<file path="src/rtl/accum8_pkg.sv">
// Shared definitions for the accum8_ctrl burst accumulator: state encoding,
// default burst length and a small incrementer.
package accum8_pkg;

  typedef enum logic {
    ST_ACC = 1'b0,
    ST_OUT = 1'b1
  } state_t;

  localparam int N_SAMPLES_DEF = 4;

  // Ripple incrementer so the counter needs no behavioural adder either.
  function automatic logic [3:0] inc4(input logic [3:0] v);
    logic [3:0] r;
    logic       c;
    c = 1'b1;
    for (int i = 0; i < 4; i++) begin
      r[i] = v[i] ^ c;
      c    = v[i] & c;
    end
    return r;
  endfunction

endpackage

</file>
<file path="src/rtl/adder8bit.sv">
// 8-bit ripple-carry adder with carry out and two's-complement overflow flag.
module adder8bit (
  input  logic [7:0] a,
  input  logic [7:0] b,
  input  logic       cin,
  output logic [7:0] sum,
  output logic       cout,
  output logic       ovf
);

  logic [8:0] c;

  assign c[0] = cin;

  for (genvar i = 0; i < 8; i++) begin : g_fa
    assign sum[i]  = a[i] ^ b[i] ^ c[i];
    assign c[i+1]  = (a[i] & b[i]) | (c[i] & (a[i] ^ b[i]));
  end

  assign cout = c[8];
  // Signed overflow: carry into the sign bit differs from carry out of it.
  assign ovf  = c[8] ^ c[7];

endmodule

</file>
<file path="src/rtl/accum8_ctrl.sv">
// Burst accumulator: sums/subtracts N_SAMPLES signed bytes, saturating a
// step to zero on signed overflow, then holds the result for a handshake.
//
//   state  | meaning
//   ST_ACC | collecting operands, in_ready=1
//   ST_OUT | holding burst result, out_valid=1
module accum8_ctrl
  import accum8_pkg::*;
#(
  parameter int N_SAMPLES = N_SAMPLES_DEF
) (
  input  logic       clk,
  input  logic       rst,
  input  logic       clr,
  input  logic       in_valid,
  output logic       in_ready,
  input  logic [7:0] in_data,
  input  logic       in_sub,
  output logic       out_valid,
  input  logic       out_ready,
  output logic [7:0] out_sum,
  output logic       out_ovf,
  output logic [3:0] out_cnt
);

  localparam logic [3:0] CNT_LAST = 4'(N_SAMPLES);

  state_t     state, state_nx;
  logic [7:0] acc, acc_nx;
  logic       ovf, ovf_nx;
  logic [3:0] cnt, cnt_nx;

  logic [7:0] add_b;
  logic [7:0] add_sum;
  logic       add_cout;
  logic       add_ovf;
  logic       unused_cout;

  assign add_b = in_sub ? ~in_data : in_data;

  adder8bit u_add (
    .a   (acc),
    .b   (add_b),
    .cin (in_sub),
    .sum (add_sum),
    .cout(add_cout),
    .ovf (add_ovf)
  );

  // Unsigned carry has no meaning for signed accumulation.
  assign unused_cout = add_cout;

  always_ff @(posedge clk or posedge rst) begin
    if (rst) begin
      state <= ST_ACC;
      acc   <= 8'h00;
      ovf   <= 1'b0;
      cnt   <= 4'd0;
    end else begin
      state <= state_nx;
      acc   <= acc_nx;
      ovf   <= ovf_nx;
      cnt   <= cnt_nx;
    end
  end

  always_comb begin
    state_nx = state;
    acc_nx   = acc;
    ovf_nx   = ovf;
    cnt_nx   = cnt;
    if (clr) begin
      state_nx = ST_ACC;
      acc_nx   = 8'h00;
      ovf_nx   = 1'b0;
      cnt_nx   = 4'd0;
    end else if (state == ST_ACC) begin
      if (in_valid) begin
        acc_nx = add_ovf ? 8'h00 : add_sum;
        ovf_nx = ovf | add_ovf;
        cnt_nx = inc4(cnt);
        if (inc4(cnt) == CNT_LAST) state_nx = ST_OUT;
      end
    end else if (out_ready) begin
      state_nx = ST_ACC;
      acc_nx   = 8'h00;
      ovf_nx   = 1'b0;
      cnt_nx   = 4'd0;
    end
  end

  assign in_ready  = (state == ST_ACC);
  assign out_valid = (state == ST_OUT);
  assign out_sum   = acc;
  assign out_ovf   = ovf;
  assign out_cnt   = cnt;

endmodule

</file>
<file path="config.mk">
export PLATFORM = sky130hd
export DESIGN_NAME = accum8_ctrl
export DESIGN_NICKNAME = d
export VERILOG_FILES = /design/src/rtl/accum8_pkg.sv /design/src/rtl/adder8bit.sv /design/src/rtl/accum8_ctrl.sv
export SDC_FILE = /design/constraint.sdc
export NUM_CORES = 1
export LEC_CHECK = 0
export CAP_MARGIN = 20
export CORE_UTILIZATION = 45
export CTS_CLUSTER_DIAMETER = 80
export DETAILED_ROUTE_END_ITERATION = 8
export PLACE_DENSITY_LB_ADDON = 0.08
export SETUP_SLACK_MARGIN = 0.3
export SLEW_MARGIN = 25
export SYNTH_ARGS = -nofsm -noshare
export SYNTH_HDL_FRONTEND = slang
export SYNTH_SLANG_ARGS = --single-unit
</file>
<file path="constraint.sdc">
create_clock -name clk -period 4.65 [get_ports clk]
set_clock_uncertainty 0.2 [all_clocks]
set_input_delay 0.93 -clock clk [delete_from_list [all_inputs] [get_ports clk]]
set_output_delay 0.93 -clock clk [all_outputs]
set_load 0.03 [all_outputs]
</file>
## After elaboration in Yosys (flattened, before gate mapping)

Index checks and enable logic that the tools add are counted.

| cells by class | value |
|---|---|
| equal/unequal tests | 2 |
| multiplexer cells | 19 |
| bitwise gates (word level) | 50 |
| reduce and logical (&&, ||, !) cells | 2 |

Operators by type and width:

| cell | count |
|---|---|
| $mux W8 | 6 |
| $xor A1 B1 Y1 | 20 |
| $and A1 B1 Y1 | 18 |
| $mux W4 | 4 |
| $mux W1 | 9 |
| $or A1 B1 Y1 | 9 |
| $not A8 Y8 | 1 |
| $eq A4 B3 Y1 const B | 1 |
| $ne A3 B3 Y1 const B | 1 |
| $reduce_bool A3 Y1 | 1 |
| $not A1 Y1 | 2 |
| $reduce_and A2 Y1 | 1 |

| word-level totals | value |
|---|---|
| register bits | 14 |
| input bits | 14 |
| output and inout port bits | 15 |
| word-level logic and storage cells | 77 |

## Logic depth before layout (Yosys ltp)

| depth | value |
|---|---|
| word-level depth | 24 |
| mapped depth | 14 |
| gate-level depth less buffers | 13 |

## By module

Synthesis repeated with hierarchy kept, for this count alone.

| unflattened totals | value |
|---|---|
| cells, all modules | 93 |
| area, all modules | 952.2 um^2 |

Modules (own cells, without submodules):

| module | instances | cells an instance | area each (um^2) | sequential area each (um^2) |
|---|---|---|---|---|
| accum8_ctrl | 1 | 74 | 745.7 | 350.3 |
| adder8bit | 1 | 19 | 206.4 | 0.0 |

## Worst setup path after synthesis

OpenSTA, ideal clock, no wires.

| path | value |
|---|---|
| path kind | input to register |
| start | in in_sub |
| end | reg acc[0], in the netlist out_sum[0] |
| library setup time | 121 ps |
| arrival | 4,390 ps |
| data required time | 4,329 ps |
| path slack | -61 ps |
| cell stages on the path | 14 |
| buffers on the path | 1 |
| cell sequence | buf_2 -> mux2_2 -> fa_1 -> fa_1 -> fa_1 -> fa_1 -> inv_1 -> fa_1 -> fa_1 -> inv_1 -> fa_1 -> xnor2_1 -> o32ai_1 -> a22o_1 |

| between the ends | value |
|---|---|
| longest elaborated chain between the ends | 23 |
| elaborated cells between the ends (all ways) | 39 |
| classes of those cells | mux (5); bitwise (34) |

RTL lines:

| element | line | text |
|---|---|---|
| from (decl) | accum8_ctrl.sv:18 | `input logic in_sub,` |
| $mux W8 | accum8_ctrl.sv:39 | `assign add_b = in_sub ? ~in_data : in_data;` |
| $xor A1 B1 Y1 | adder8bit.sv:16, adder8bit.sv:17 |  |
| $and A1 B1 Y1 | adder8bit.sv:17 | `assign c[i+1] = (a[i] & b[i]) \| (c[i] & (a[i] ^ b[i]));` |
| $or A1 B1 Y1 | adder8bit.sv:17 |  |
| $and A1 B1 Y1 | adder8bit.sv:17 |  |
| $or A1 B1 Y1 | adder8bit.sv:17 |  |
| $and A1 B1 Y1 | adder8bit.sv:17 |  |
| $or A1 B1 Y1 | adder8bit.sv:17 |  |
| (+7 left out) | -- |  |
| $or A1 B1 Y1 | adder8bit.sv:17 |  |
| $and A1 B1 Y1 | adder8bit.sv:17 |  |
| $or A1 B1 Y1 | adder8bit.sv:17 |  |
| $xor A1 B1 Y1 | adder8bit.sv:22 | `assign ovf = c[8] ^ c[7];` |
| $mux W8 (*) | accum8_ctrl.sv:79 | `acc_nx = add_ovf ? 8'h00 : add_sum;` |
| $mux W8 (*) | accum8_ctrl.sv:78 | `if (in_valid) begin` |
| $mux W8 (*) | accum8_ctrl.sv:77 | `end else if (state == ST_ACC) begin` |
| $mux W8 (*) | accum8_ctrl.sv:72 | `if (clr) begin` |
| to (signal assigned) | accum8_ctrl.sv:61 | `acc <= acc_nx;` |
| to (decl) | accum8_ctrl.sv:29 | `logic [7:0] acc, acc_nx;` |

Mark *: on every way between the ends. The rest lies on a longest branch, timed or not. The select of a mux whose other input is x is not followed.
A chain may end at the register's enable or synchronous reset.

## Worst setup path after layout

| path | value |
|---|---|
| start | in in_data[0] |
| end | reg acc[7], in the netlist out_sum[7] |

| between the ends | value |
|---|---|
| longest elaborated chain between the ends | 24 |
| elaborated cells between the ends (all ways) | 26 |
| classes of those cells | mux (5); bitwise (21) |

RTL lines:

| element | line | text |
|---|---|---|
| from (decl) | accum8_ctrl.sv:17 | `input logic [7:0] in_data,` |
| $not A8 Y8 | accum8_ctrl.sv:39 |  |
| $mux W8 (*) | accum8_ctrl.sv:39 |  |
| $xor A1 B1 Y1 | adder8bit.sv:17 |  |
| $and A1 B1 Y1 | adder8bit.sv:17 |  |
| $or A1 B1 Y1 (*) | adder8bit.sv:17 |  |
| $and A1 B1 Y1 (*) | adder8bit.sv:17 |  |
| $or A1 B1 Y1 (*) | adder8bit.sv:17 |  |
| $and A1 B1 Y1 (*) | adder8bit.sv:17 |  |
| (+8 left out) | -- |  |
| $or A1 B1 Y1 (*) | adder8bit.sv:17 |  |
| $and A1 B1 Y1 | adder8bit.sv:17 |  |
| $or A1 B1 Y1 | adder8bit.sv:17 |  |
| $xor A1 B1 Y1 | adder8bit.sv:22 |  |
| $mux W8 (*) | accum8_ctrl.sv:79 |  |
| $mux W8 (*) | accum8_ctrl.sv:78 |  |
| $mux W8 (*) | accum8_ctrl.sv:77 |  |
| $mux W8 (*) | accum8_ctrl.sv:72 |  |

Marked as above.

==> results.txt <==
The run finished with clean final reports. The standard cell area after detailed placement is 1260 um^2. The register clock-pin slew on the reported worst setup and hold paths was 0.08 ns; the sequential-to-total area share from yosys stat was 39.0%.

The run gives 65.4% as the max-slew headroom at the worst pin. Summed over all failing endpoints, the final setup total negative slack is 0 ns. The clock latency reported for the late side of the worst-skew pair is 0.27 ns, and the first-iteration detailed-routing DRC count is 6.

Once detailed placement completed, the half-perimeter wirelength came to 1420 um. After floorplanning, the core was divided into 15 placement rows. Max-cap violations in this run came to 0. Counting along the longest clock path gives a buffer depth of 2.

In this run the remaining antenna-violating nets after routing total 0. OpenSTA, run right after detailed placement, puts the worst setup slack at -0.409 ns. TritonCTS built the clock tree. At the pin with the least slew margin, the transition time is 0.518 ns. Via density per instance: 5.14. The post-route minimum period was 4.33 ns; the internal power component was 340 uW. Once placement completed, the tool counted placed cells totaling 132. The tightest hold margin came out at 0.313 ns.

The final weighted congestion in routability-driven placement is 0.751. Setup repair after global routing could not meet its margin everywhere. Data arrives at the worst endpoint at 4.34 ns. The logs give 1330 um^2 for the area of all placed cells without fillers and 724 for the number of global-route vias before repair.

For this configuration, the core starts out at a cell density of 49.9%. Detailed routing inserted a total of 714 vias. The final instance count without filler cells came out at 139. The run gives 0 as the final hold violation count. The number of enable flip-flop cells after synthesis is 0. Top flip-flop cell by instance count after synthesis: sky130_fd_sc_hd__dfrtp_1. Entering global routing, the biggest net connects 15 pins.

In the finished design, the share of the clock period the worst path needs comes to 93.1%. Number of ports placed on the die boundary: 29. For the global-route total usage across every layer, the log shows 20.3%. The worst min-delay path class was flop to flop. The commonest cells after synthesis are sky130_fd_sc_hd__dfrtp_1 (14), sky130_fd_sc_hd__inv_1 (9), sky130_fd_sc_hd__a22o_1 (8), sky130_fd_sc_hd__fa_1 (7), sky130_fd_sc_hd__xor2_1 (6).

For the count of different cell masters after synthesis, the log shows 25. The number of clock buffers added by TritonCTS is 3. The power density normalized to cell area was 425 nW/um^2. Library cell occupying the most area in the post-synthesis netlist: sky130_fd_sc_hd__dfrtp_1. For the total count of max-transition violations in the final report, the log shows 0. In this run the cell area of the synthesized design comes to 898 um^2. The net count after synthesis is 101, and the relative area change from synthesis to final layout is 47.9%. In this run the most critical hold path is launched from out_ovf$_DFFE_PP0P_.

The logs give 56.3% for the proportion of power drawn by combinational gates and 3170 um for the first-pass GRT wire length. The post-synthesis cell count is 77. The tools report the endpoint class of the critical path as a flop.

The per-cell routed wire length is 13.4 um, and the final antenna diode count is 0. In this run the worst setup path begins at in_data[0]. Net switching is 39.8% of the power.

Layout cell share with drive strength beyond 1: 22.8%. Sorting the synthesized cells by area gives the leading types as sky130_fd_sc_hd__dfrtp_1 (39%), sky130_fd_sc_hd__fa_1 (16%), sky130_fd_sc_hd__a22o_1 (7.8%). The clock network accounts for 11.9% of the total power. Number of antenna violations at the first check in global routing: 0. The post-synthesis area per instance was 11.7 um^2; the proportion of netlist area held by the largest area contributor was 39.0%.

During placement, the flow inserted port buffers numbering 28. The die is 46.7 um tall. The die is 46.7 um wide. The first TritonRoute pass finished after 2 iterations. The number of nets in the layout is 140, and the largest fanout on the critical path is 4. Timing would allow up to 231 MHz. Sequential cells account for 31.7% of the total power. The tools report the critical path launch point type as a primary input. The logs give 0.000595 uW for the static power due to leakage and 0 for the final number of setup-violating endpoints. The worst setup slack after layout is 0.320 ns, and the number of warning messages in the yosys log is 0. The tools report the total net switching power as 225 uW.

The layout has 136 filler cells. The run gives 1 as the maximum level of the CTS H-tree. The count of clock tree sinks was 14; the number of remaining DRC errors was 0. For the die outline area, the log shows 2180 um^2.

Summing all multi-input logic gate instances after layout gives 549 um^2. After global routing the overflow that remains totals 0. In this run the critical register-to-register path is launched from out_sum[0]$_DFFE_PP0P_. The most repeated cell in the gate-level netlist after synthesis was sky130_fd_sc_hd__dfrtp_1. The synthesized design contains 14 register bits. The type of the setup path with the least slack was primary input to flop. The tree is rooted in a sky130_fd_sc_hd__clkbuf_4.

Footprint of the flip-flops and latches: 350 um^2. For the total routed wirelength, the log shows 1860 um. The logs give 0.316 mV for the peak supply drop and 4.66 ns for the required time at the endpoint of the critical path. The proportion of synthesized flip-flops having asynchronous set or reset was 100%. The region available for standard cell placement spans 1800 um^2.
[layer usage]
layer	global-route usage [%]	vias up	wire length (um)
li1	-	342	-
met1	29.1	358	923
met5	0	-	0
met4	5.14	0	0
met3	5.10	0	52
met2	30.6	14	880
[worst paths after layout]
| path | end | slack (ns) | cells after the start |
|---|---|---|---|
| setup / recovery | out_sum[7]$_DFFE_PP0P_ | 0.32 | 15 |
| hold reg to reg | out_ovf$_DFFE_PP0P_ | 0.31 | 2 |
| max in group asynchronous | out_valid$_DFF_PP0_ | 3.12 | 2 |
| setup reg to reg | out_sum[7]$_DFFE_PP0P_ | 0.68 | 14 |
| hold / removal | out_ovf$_DFFE_PP0P_ | 0.31 | 2 |
| min in group asynchronous | out_sum[2]$_DFFE_PP0P_ | 0.78 | 2 |
[placed cells by master (no fill, tap or decap), drive strengths merged, types with 2 or more instances in the layout]
| master | instances |
|---|---|
| nor2b | 2 |
| clkbuf | 3 |
| inv | 9 |
| clkdlybuf4s50 | 25 |
| nand2 | 3 |
| a21oi | 3 |
| xnor2 | 4 |
| a22oi | 2 |
| fa | 7 |
| xor2 | 6 |
| dfrtp | 14 |
| nor2 | 4 |
| buf | 9 |
| ha | 3 |
| a22o | 8 |
[registers in the layout, indices dropped and copies added (netlist names)]
name,count
out_cnt,4
out_ovf,1
out_sum,8
out_valid,1
[logic make-up (layout without fill, tap and decap cells)]
group                      count (synthesis)  count (layout)  synth area share, %
DFF                                       14              14                 39.0
xor gates and xnor gates                  10              10                 9.75
muxes                                      2               2                 2.37
and+or+nand+nor                           13              13                 9.33
buffers and inverters                     10              47                 4.32
AOI/OAI and AO/OA                         18              18                 15.5
adders and majority gates                 10              10                 19.8
[critical path, cell delays in order]
cell and delay [ns]:
sky130_fd_sc_hd__buf_6 0.10, sky130_fd_sc_hd__mux2_4 0.30, sky130_fd_sc_hd__fa_2 0.39, sky130_fd_sc_hd__fa_2 0.34
sky130_fd_sc_hd__fa_2 0.34, sky130_fd_sc_hd__fa_2 0.34, sky130_fd_sc_hd__inv_2 0.07, sky130_fd_sc_hd__fa_2 0.21
sky130_fd_sc_hd__fa_2 0.22, sky130_fd_sc_hd__inv_2 0.04, sky130_fd_sc_hd__fa_2 0.38, sky130_fd_sc_hd__xnor2_4 0.18
sky130_fd_sc_hd__nor3b_4 0.24, sky130_fd_sc_hd__buf_6 0.14, sky130_fd_sc_hd__a22o_1 0.12
[repair_timing]
item,CTS,global route
cloned,0,0
endpoints found under the setup margin,9,9
gates resized for setup,15,0
hold buffers,0,0
buffers inserted,3,1
pin swaps,17,11
[cell type report]
cell class | instances | share of cell area, %
tap | 25 | 2.35
sequential | 14 | 26.4
clock buffer | 3 | 1.69
timing repair buffer | 35 | 25.7
multi-input combinational | 53 | 41.3
inverter | 9 | 2.54
[power by group through the flow]
stage | Clock, uW | Combinational, uW | Sequential [uW]
after floorplan | 0 | 133 | 237
after global placement | 0 | 289 | 181
after detailed placement | 0 | 293 | 182
after CTS | 68.0 | 324 | 178
after global routing | 73.3 | 350 | 184
final | 67.4 | 318 | 179
[metrics by stage]
stage                     utilization (%)  total power (uW)
after floorplan                         -               369
after global placement               69.7               470
after detailed placement             69.7               475
after CTS                            73.3               569
after global routing                 73.8               607
final                                73.8               565
Note: power is estimated with default switching activity, not from simulation.
==> RTL edit (same settings) <==
Reset style: synchronous (`rst`), changed in one clocked block.
--- a/src/rtl/accum8_ctrl.sv
+++ b/src/rtl/accum8_ctrl.sv
@@ -51,5 +51,5 @@
   assign unused_cout = add_cout;
 
-  always_ff @(posedge clk or posedge rst) begin
+  always_ff @(posedge clk) begin
     if (rst) begin
       state <= ST_ACC;
Function: differs if rst is asserted again (counterexample within 4 cycles, from zero or initial values and one cycle with rst high); with rst held inactive, the same outputs for 10 cycles.
==> RTL edit against the unedited design <==
  * Synthesized area down 4.0%
  * Non-clock buffer count down 3
  * Largest cell class unchanged
  * Design area shrank 5.6%
  * Wire length grew 0.43%
  * Sequential cell count unchanged
  * Core utilization fell by 2.6 points
  * Highest routed layer is now met4
  * Worst setup slack better by 63 ps
  * Count of clock-buffer cells in the layout up 1
  * Register-to-register slack better by 150 ps
Power is not compared: it rests on default switching activity, and its combinational part moved more than twofold at a synthesized area within 25%.
==> RTL edit: results (changes against the unedited design) <==
SYNTHDISTINCTLIBCELLS=29  # +16%
FIRSTDRTPASSITERS=4  # +2
DETAILROUTE.WIRELENGTH.MET3_UM=118  # +130%
RUN_STATUS='completed'
FIRST_GLOBAL_VIAS=650  # -10%
CRITICAL_PATH.STARTPOINT='in_data[2]'
CTS.REPAIR.RESIZED=12  # -3
WORST_EP_ARRIVAL_TIME_PS=4280  # -60 ps
CRIT-REG2REG-CAPTURE='out_sum[0]$_SDFFE_PP0P_'
CELLLEAKAGEPOWER_uW=0.000459
POST_ROUTE_CELLS_DRIVE_ABOVE_1_SHARE_PCT=22.3  # -0.49 points
POSTCTSSETUPBUFFERS=1  # -2
GRT_UTIL_MET2_PCT=30.0  # -0.56 points
MOST_INSTANTIATED_CELLS_AFTER_SYNTHESIS='sky130_fd_sc_hd__dfxtp_1 (14), sky130_fd_sc_hd__nor2_1 (11), sky130_fd_sc_hd__a32oi_1 (7), sky130_fd_sc_hd__fa_1 (7), sky130_fd_sc_hd__xor2_1 (6)'
WORST_SKEW_PAIR.LATE_LATENCY_PS=280
RRSETUPSLACK_PS=830  # +150 ps
WHS_PATH_DEPTH=1  # -1
POSTSYNTHNETCOUNT=104  # +3.0%
POSTROUTEWIRELENGTH_UM=1860  # +0.43%
HOLD_WS_PS=266  # -46.9 ps
GLOBALROUTEMET3UTIL_PCT=7.14  # +2.0 points
WORST-SLEW-PIN-TRANSITION_PS=756  # +238 ps
WIRE_LENGTH_OF_THE_FIRST_GLOBAL_ROUTING_PASS_UM=3060  # -3.3%
NETLIST_TOP_CELLS_AREA='sky130_fd_sc_hd__dfxtp_1 (33%), sky130_fd_sc_hd__fa_1 (16%), sky130_fd_sc_hd__a32oi_1 (7.1%), sky130_fd_sc_hd__xor2_1 (6.1%), sky130_fd_sc_hd__nor2_1 (4.8%)'
DETAILED_PLACE_HPWL_UM=1280  # -9.6%
REG2REGPATHDEPTH=12  # -2
CP_SLOWEST_STAGE_DELAY_PS=450  # +60 ps
ROUTED-VIA-COUNT=708  # -0.84%
TIMING.CRITICAL_PATH.FANOUT_MAX=5  # +1
WIRELENGTH_MET1_UM=871  # -5.6%
MIN_FROM='out_ovf$_SDFFE_PP0P_'
GLOBALPLACE.CONGESTION=0.865  # +15%
HOLD-PATH-ENDPOINT='out_ovf$_SDFFE_PP0P_'
CRIT-REG2REG-LAUNCH='out_sum[0]$_SDFFE_PP0P_'
DP_SLACK_PS=-324  # +85.7 ps
POSTSYNTH.TOPFLOPCELL='sky130_fd_sc_hd__dfxtp_1'
USE_MET1_PCT=29.6  # +0.51 points
FINAL_MIN_PERIOD_OVER_CLOCK_PERIOD_PCT=91.8  # -1.3 points
ROUTE.TOP_LAYER_USED='met4'
SYNTH-SEQ-AREA-SHARE_PCT=32.5  # -6.5 points
GRT_UTIL_ALL_LAYERS_PCT=21.3  # +1.0 points
DR_WL_MET2_UM=837  # -4.9%
FINISH.NET_COUNT=137  # -2.1%
SYNTH-ASYNC-RESET-RATIO_PCT=0  # -100 points
==> RTL edit: final cells by class <==
class | instances | area [um2]
Inverter | 4 | 15.0
Clock buffer | 4 | 36.3
Timing Repair Buffer | 32 | 300
Fill cell | 159 | 509
Multi-Input combinational cell | 58 | 592
Tap cell | 25 | 31.3
Sequential cell | 14 | 280
==> RTL edit: cells by family after synthesis <==
kind of cell | count (synthesis) | synth area share, %
buffers and inverters | 9 | 5.37
adders and majority gates | 10 | 20.6
and+or+nand+nor | 20 | 12.3
AOI/OAI and AO/OA | 15 | 13.9
DFF | 14 | 32.5
muxes | 3 | 3.92
xor gates and xnor gates | 9 | 11.3
==> RTL edit: stage by stage <==
stage               TNS, ps  instances  area (um2)
finish                    0        137        1250
global route              0        137        1250
CTS                       0        137        1250
detailed placement    -2480        131        1190
global placement      -1990        131        1190
floorplan                 0         80         897
